File: src/rtl/ppc_issue_ctrl.sv
// Issue controller sharing one pipelined adder between two requesters: round-robin
// accept, tag pipeline for response routing, flush/drain. Optional: PPC_ISSUE_STATS_EN.
module ppc_issue_ctrl #(
    parameter int LATENCY = 6,
    parameter int W       = 32
) (
    input  logic         clk,
    input  logic         rst,
    input  logic         req0_valid,
    input  logic [W-1:0] req0_a,
    input  logic [W-1:0] req0_b,
    output logic         req0_ready,
    input  logic         req1_valid,
    input  logic [W-1:0] req1_a,
    input  logic [W-1:0] req1_b,
    output logic         req1_ready,
    output logic         add_issue,
    output logic [W-1:0] add_a,
    output logic [W-1:0] add_b,
    input  logic [W-1:0] res_sum,
    output logic         rsp_valid,
    output logic         rsp_id,
    output logic [W-1:0] rsp_sum,
    input  logic         flush,
    output logic         flush_done,
`ifdef PPC_ISSUE_STATS_EN
    output logic [15:0]  stat_cnt0,
    output logic [15:0]  stat_cnt1,
`endif
    output logic         busy
);

    localparam int CW = $clog2(LATENCY + 3);

    typedef enum logic [1:0] {
        RUN   = 2'd0,
        DRAIN = 2'd1,
        DONE  = 2'd2
    } state_t;

    state_t           state;
    state_t           state_next;
    logic             grant0;
    logic             grant1;
    logic             accept;
    logic             retire;
    logic             last_id;
    logic [LATENCY:0] tag_valid;
    logic [LATENCY:0] tag_id;
    logic [CW-1:0]    count;

    // Round-robin: a lone requester always wins; on contention the one not served last wins.
    always_comb begin
        // NOTE: every always_comb output gets a default first so no path can infer a latch.
        grant0 = 1'b0;
        grant1 = 1'b0;
        if (req0_valid && (!req1_valid || last_id)) begin
            grant0 = 1'b1;
        end else if (req1_valid) begin
            grant1 = 1'b1;
        end
    end

    assign req0_ready = (state == RUN) && !flush && grant0;
    assign req1_ready = (state == RUN) && !flush && grant1;
    assign accept     = req0_ready | req1_ready;
    assign retire     = tag_valid[LATENCY];
    assign flush_done = (state == DONE);
    assign busy       = (count != '0);

    always_comb begin
        state_next = state;
        case (state)
            RUN:     if (flush) state_next = DRAIN;
            DRAIN:   if (count == '0) state_next = DONE;
            DONE:    state_next = flush ? DRAIN : RUN;
            default: state_next = RUN;
        endcase
    end

    // NOTE: sequential state uses non-blocking assignments so every register samples pre-edge values.
    always_ff @(posedge clk or posedge rst) begin
        if (rst) begin
            state   <= RUN;
            last_id <= 1'b1;
        end else begin
            state <= state_next;
            if (accept) last_id <= req1_ready;
        end
    end

    always_ff @(posedge clk or posedge rst) begin
        if (rst) begin
            add_issue <= 1'b0;
            add_a     <= '0;
            add_b     <= '0;
        end else begin
            add_issue <= accept;
            if (accept) begin
                add_a <= req1_ready ? req1_a : req0_a;
                add_b <= req1_ready ? req1_b : req0_b;
            end
        end
    end

    // NOTE: the tag pipeline is reset so ops in flight at reset can never produce a response.
    always_ff @(posedge clk or posedge rst) begin
        if (rst) begin
            tag_valid <= '0;
            tag_id    <= '0;
        end else begin
            tag_valid <= {tag_valid[LATENCY-1:0], accept};
            tag_id    <= {tag_id[LATENCY-1:0], req1_ready};
        end
    end

    // The tail tag lines up with res_sum, so the response captures both together.
    always_ff @(posedge clk or posedge rst) begin
        if (rst) begin
            rsp_valid <= 1'b0;
            rsp_id    <= 1'b0;
            rsp_sum   <= '0;
        end else begin
            rsp_valid <= retire;
            if (retire) begin
                rsp_id  <= tag_id[LATENCY];
                rsp_sum <= res_sum;
            end
        end
    end

    always_ff @(posedge clk or posedge rst) begin
        if (rst) begin
            count <= '0;
        end else if (accept && !retire) begin
            count <= count + 1'b1;
        end else if (!accept && retire) begin
            count <= count - 1'b1;
        end
    end

`ifdef PPC_ISSUE_STATS_EN
    always_ff @(posedge clk or posedge rst) begin
        if (rst) begin
            stat_cnt0 <= '0;
            stat_cnt1 <= '0;
        end else if (flush_done) begin
            stat_cnt0 <= '0;
            stat_cnt1 <= '0;
        end else begin
            if (req0_ready && (stat_cnt0 != 16'hFFFF)) stat_cnt0 <= stat_cnt0 + 16'd1;
            if (req1_ready && (stat_cnt1 != 16'hFFFF)) stat_cnt1 <= stat_cnt1 + 16'd1;
        end
    end
`endif

endmodule
File: config.mk
export PLATFORM = sky130hd
export DESIGN_NAME = ppc_issue_ctrl
export DESIGN_NICKNAME = d
export VERILOG_FILES = /design/src/rtl/ppc_issue_ctrl.sv
export SDC_FILE = /design/constraint.sdc
export NUM_CORES = 1
export LEC_CHECK = 0
export ABC_AREA = 1
export BUFFER_PORTS_ARGS = -buffer_cell sky130_fd_sc_hd__buf_2
export CAP_MARGIN = 10
export CORE_MARGIN = 10
export CORE_UTILIZATION = 42
export CTS_CLUSTER_SIZE = 20
export DETAILED_ROUTE_END_ITERATION = 7
export PLACE_DENSITY = 0.74
export SYNTH_ARGS = -nofsm -noshare
export SYNTH_HDL_FRONTEND = slang
export SYNTH_SLANG_ARGS = --single-unit
File: constraint.sdc
create_clock -name clk -period 3.6 [get_ports clk]
set_input_delay 0.54 -clock clk [delete_from_list [all_inputs] [get_ports clk]]
set_output_delay 0.54 -clock clk [all_outputs]
set_load 0.05 [all_outputs]
==> summary.txt <==
Pwr
  – Post-layout total power: roughly 7.7 mW
  – Total leakage power: ~4.4 nW
  – Peak supply drop: between 0.5 and 0.6 mV
  – Total power per unit cell area: between 1000 and 1500 nW/µm²

Clock tree
  – Clk sink count: ~120
  – Number of buffers created by CTS: 17
  – Clock tree from TritonCTS: built
  – Number of instances resized during post-cts repair: 0
  – Number of H-tree levels: 4
  – Buffer cell driving the clock tree root: clkbuf_16
  – Clock insertion delay at the later pin of the skew report: 410 ps
  – Bufs on Longest Clock Path: 2
  – Post-cts hold buffer count: 0
  – Clk slew on worst S/H paths: ~50 ps
  – Post-CTS Setup Inserts: 0

Die
  – Site Rows: roughly 40
  – Placeable Area: approximately 13000 µm²
  – Chip Height: approximately 130 µm
  – Die X: 135 µm
  – Starting density of the core: a little over two fifths
  – Top-level I/O count: approximately 270
  – DIE AREA: about 18000 µm²

Yosys
  – Sequential fraction of the synthesis area: a little over half
  – Syn avg cell area: approximately 8 µm²
  – Yosys warning total: 0
  – Share of flip-flops with an asynchronous set or reset after synthesis: 100%
  – Number of storage elements in the synthesis netlist: ~120
  – Top cells by count, synth: 245 x nand2_1, 157 x nand3_1, 118 x dfrtp_1
  – Number of synthesized flops with an enable pin: 0
  – Unique cell type count in the Yosys netlist: 24
  – Netlist area before placement: approximately 5500 µm²
  – Number of instances in the synthesized netlist: slightly below 700
  – Top cells by area in the synthesized netlist: dfrtp_1 53%, nand2_1 17%, nand3_1 14%, inv_1 5.8%, buf_4 1.9%
  – Area share of the largest cell type after synthesis: 53.3%
  – Post-Syn Nets: 855
  – Most common cell in the synthesized netlist: nand2_1
  – Most used flip-flop cell after synthesis: dfrtp_1
  – Dominant cell type by area after synthesis: dfrtp_1

Routing
  – Initial DRC Count: 290
  – Antenna violation net count after detailed routing: 0
  – Drt first pass iters: 4
  – Drt via density: between 4 and 5
  – DRC Markers: 0
  – Total wire length: 17400 µm
  – Vias: 5326
  – Per-cell routed wire length: around 15 µm

GRT
  – Aggregate global routing overflow: 0
  – Antenna violations before repair: 0
  – Pin count of the biggest net entering global routing: 66
  – Via count of the first global-routing pass: ~5300
  – Total routing usage reported by global routing: about a fifth
  – Global-route wire length before repair: roughly 27000 µm

Critical path
  – Type of origin of the critical path: flip-flop
  – Data arrival at the endpoint of the critical path: 1980 ps
  – Crit end category: output port
  – Maximum fanout along the worst path: 29
  – Worst Path Class, Setup: flip-flop to output port
  – Required time at the endpoint of the critical path: roughly 3100 ps

STA
  – Post-route fraction of the period consumed by the critical path: about 70%
  – Pins Over Slew Limit: 0
  – Max-slew headroom at the worst pin: between 40% and 50%
  – Max Fclk: about 400 MHz
  – Unrepaired setup endpoints after global routing: false
  – Time the worst path needs with I/O delays and setup: around 2500 ps
  – Measured slew at the worst slew-check pin: slightly above 800 ps
  – Min setup slack post-route: 1080 ps
  – Setup violators final: 0
  – Final Hold Vio Count: 0
  – Hold slack: roughly 280 ps
  – Post-Route Skew: between 6 and 7 ps
  – TNS Setup: 0 ps

Placed design
  – Port buffer count: 267
  – Estimated wirelength of the detail-placed design: approximately 13000 µm
  – Placed standard-cell area: roughly 7000 µm²
  – Global placement routability congestion: 0.846
  – Worst-case setup slack after placement: slightly below 1000 ps
  – Instance count after placement with tap cells included: roughly 1100

Finish
  – Layout fillers: 1213
  – Antenna diode instance count: 0
  – Layout cell share with drive strength beyond 1: 34.9%
  – Post-layout instance area: roughly 7500 µm²
  – Post-layout net count: 1111
  – Final Core Density: between 50% and 60%
  – Post-synthesis to final-layout area growth: 36.1%
  – Final instance count without filler cells: between 1000 and 1500

Hold path
  – Hold crit path type: input port to asynchronous set/reset pin

Status
  – Status: complete, no violations

Run
  – Count of maximum capacitance violations: 0
## critical path, stage by stage, from the launching register on
cell,delay [ps]
dfrtp_1,410
nor2_2,150
nand2_2,120
inv_2,80
nand2_2,50
inv_2,390
buf_2,360
## registers in the layout, indices dropped and copies added, names as in the netlist
name       cells
tag_id         7
state          2
count          4
add_a         32
last_id        1
rsp_valid      1
rsp_id         1
rsp_sum       32
tag_valid      7
add_b         32
## cells in the final DEF, fill, tap and decap left out
cell type	Yosys	final
buf_2	17	267
nand2_1	245	244
nand3_1	157	157
dfrtp_1	118	118
inv_1	85	84
clkbuf_16	0	17
nand3_2	10	10
buf_4	14	10
clkinv_2	0	7
inv_2	5	5
nand2_2	3	4
nor2_1	4	4
ha_1	3	3
clkbuf_1	9	3
a21oi_4	0	2
clkinvlp_4	0	2
a21oi_1	2	2
o21ai_0	2	2
xnor2_1	2	2
bufinv_16	0	2
clkbuf_8	0	2
clkinv_1	1	1
nor2_2	1	1
nor2_4	1	1
or2_2	1	1
nor3_1	1	1
fa_1	1	1
dfstp_2	1	1
buf_12	0	1
## worst paths after layout
check                      cells after the start           to         from  slack [ps]
min in group clk                               3  rsp_sum[22]  res_sum[22]         340
max                                            6   req1_ready     state[0]        1080
max in group asynchronous                      3      last_id          rst        2500
min                                            2    add_b[23]          rst         280
max reg2reg                                    8     add_b[1]     state[0]        1250
min reg2reg                                    0    tag_id[4]    tag_id[3]         340
## power by group
| part | internal [mW] | total, mW | switching [mW] |
|---|---|---|---|
| Clock | 1.04 | 1.61 | 0.568 |
| Combinational | 0.878 | 3.79 | 2.91 |
| Sequential | 1.93 | 2.27 | 0.337 |
| Total | 3.85 | 7.67 | 3.81 |
## kinds of logic (layout without fill, tap and decap cells)
logic type	after synthesis	in the layout	synth area share [%]
compound gates	6	6	0.678
xor+xnor	2	2	0.316
fa+ha+maj	4	4	1.04
buf+inv	132	401	10.4
flops	119	119	53.8
simple gates	423	423	33.7
## area by class of cell
class                           instances  area [µm²]  area share (%)
Clock buffer                           22         464            6.16
Clock inverter                         10         103            1.36
Inverter                               91         345            4.58
Multi-Input combinational cell        435        2000            26.5
Sequential cell                       119        2980            39.5
Tap cell                              172         215            2.86
Timing Repair Buffer                  278        1430            19.0
## metal layers
metal	routed length [µm]	track usage [%]	vias to the layer above
li1	-	-	2648
met1	7040	21.2	2454
met2	8110	30.1	206
met3	2000	9.20	18
met4	238	6.53	0
met5	0	0	-
Note: power is estimated with default switching activity, not from simulation.
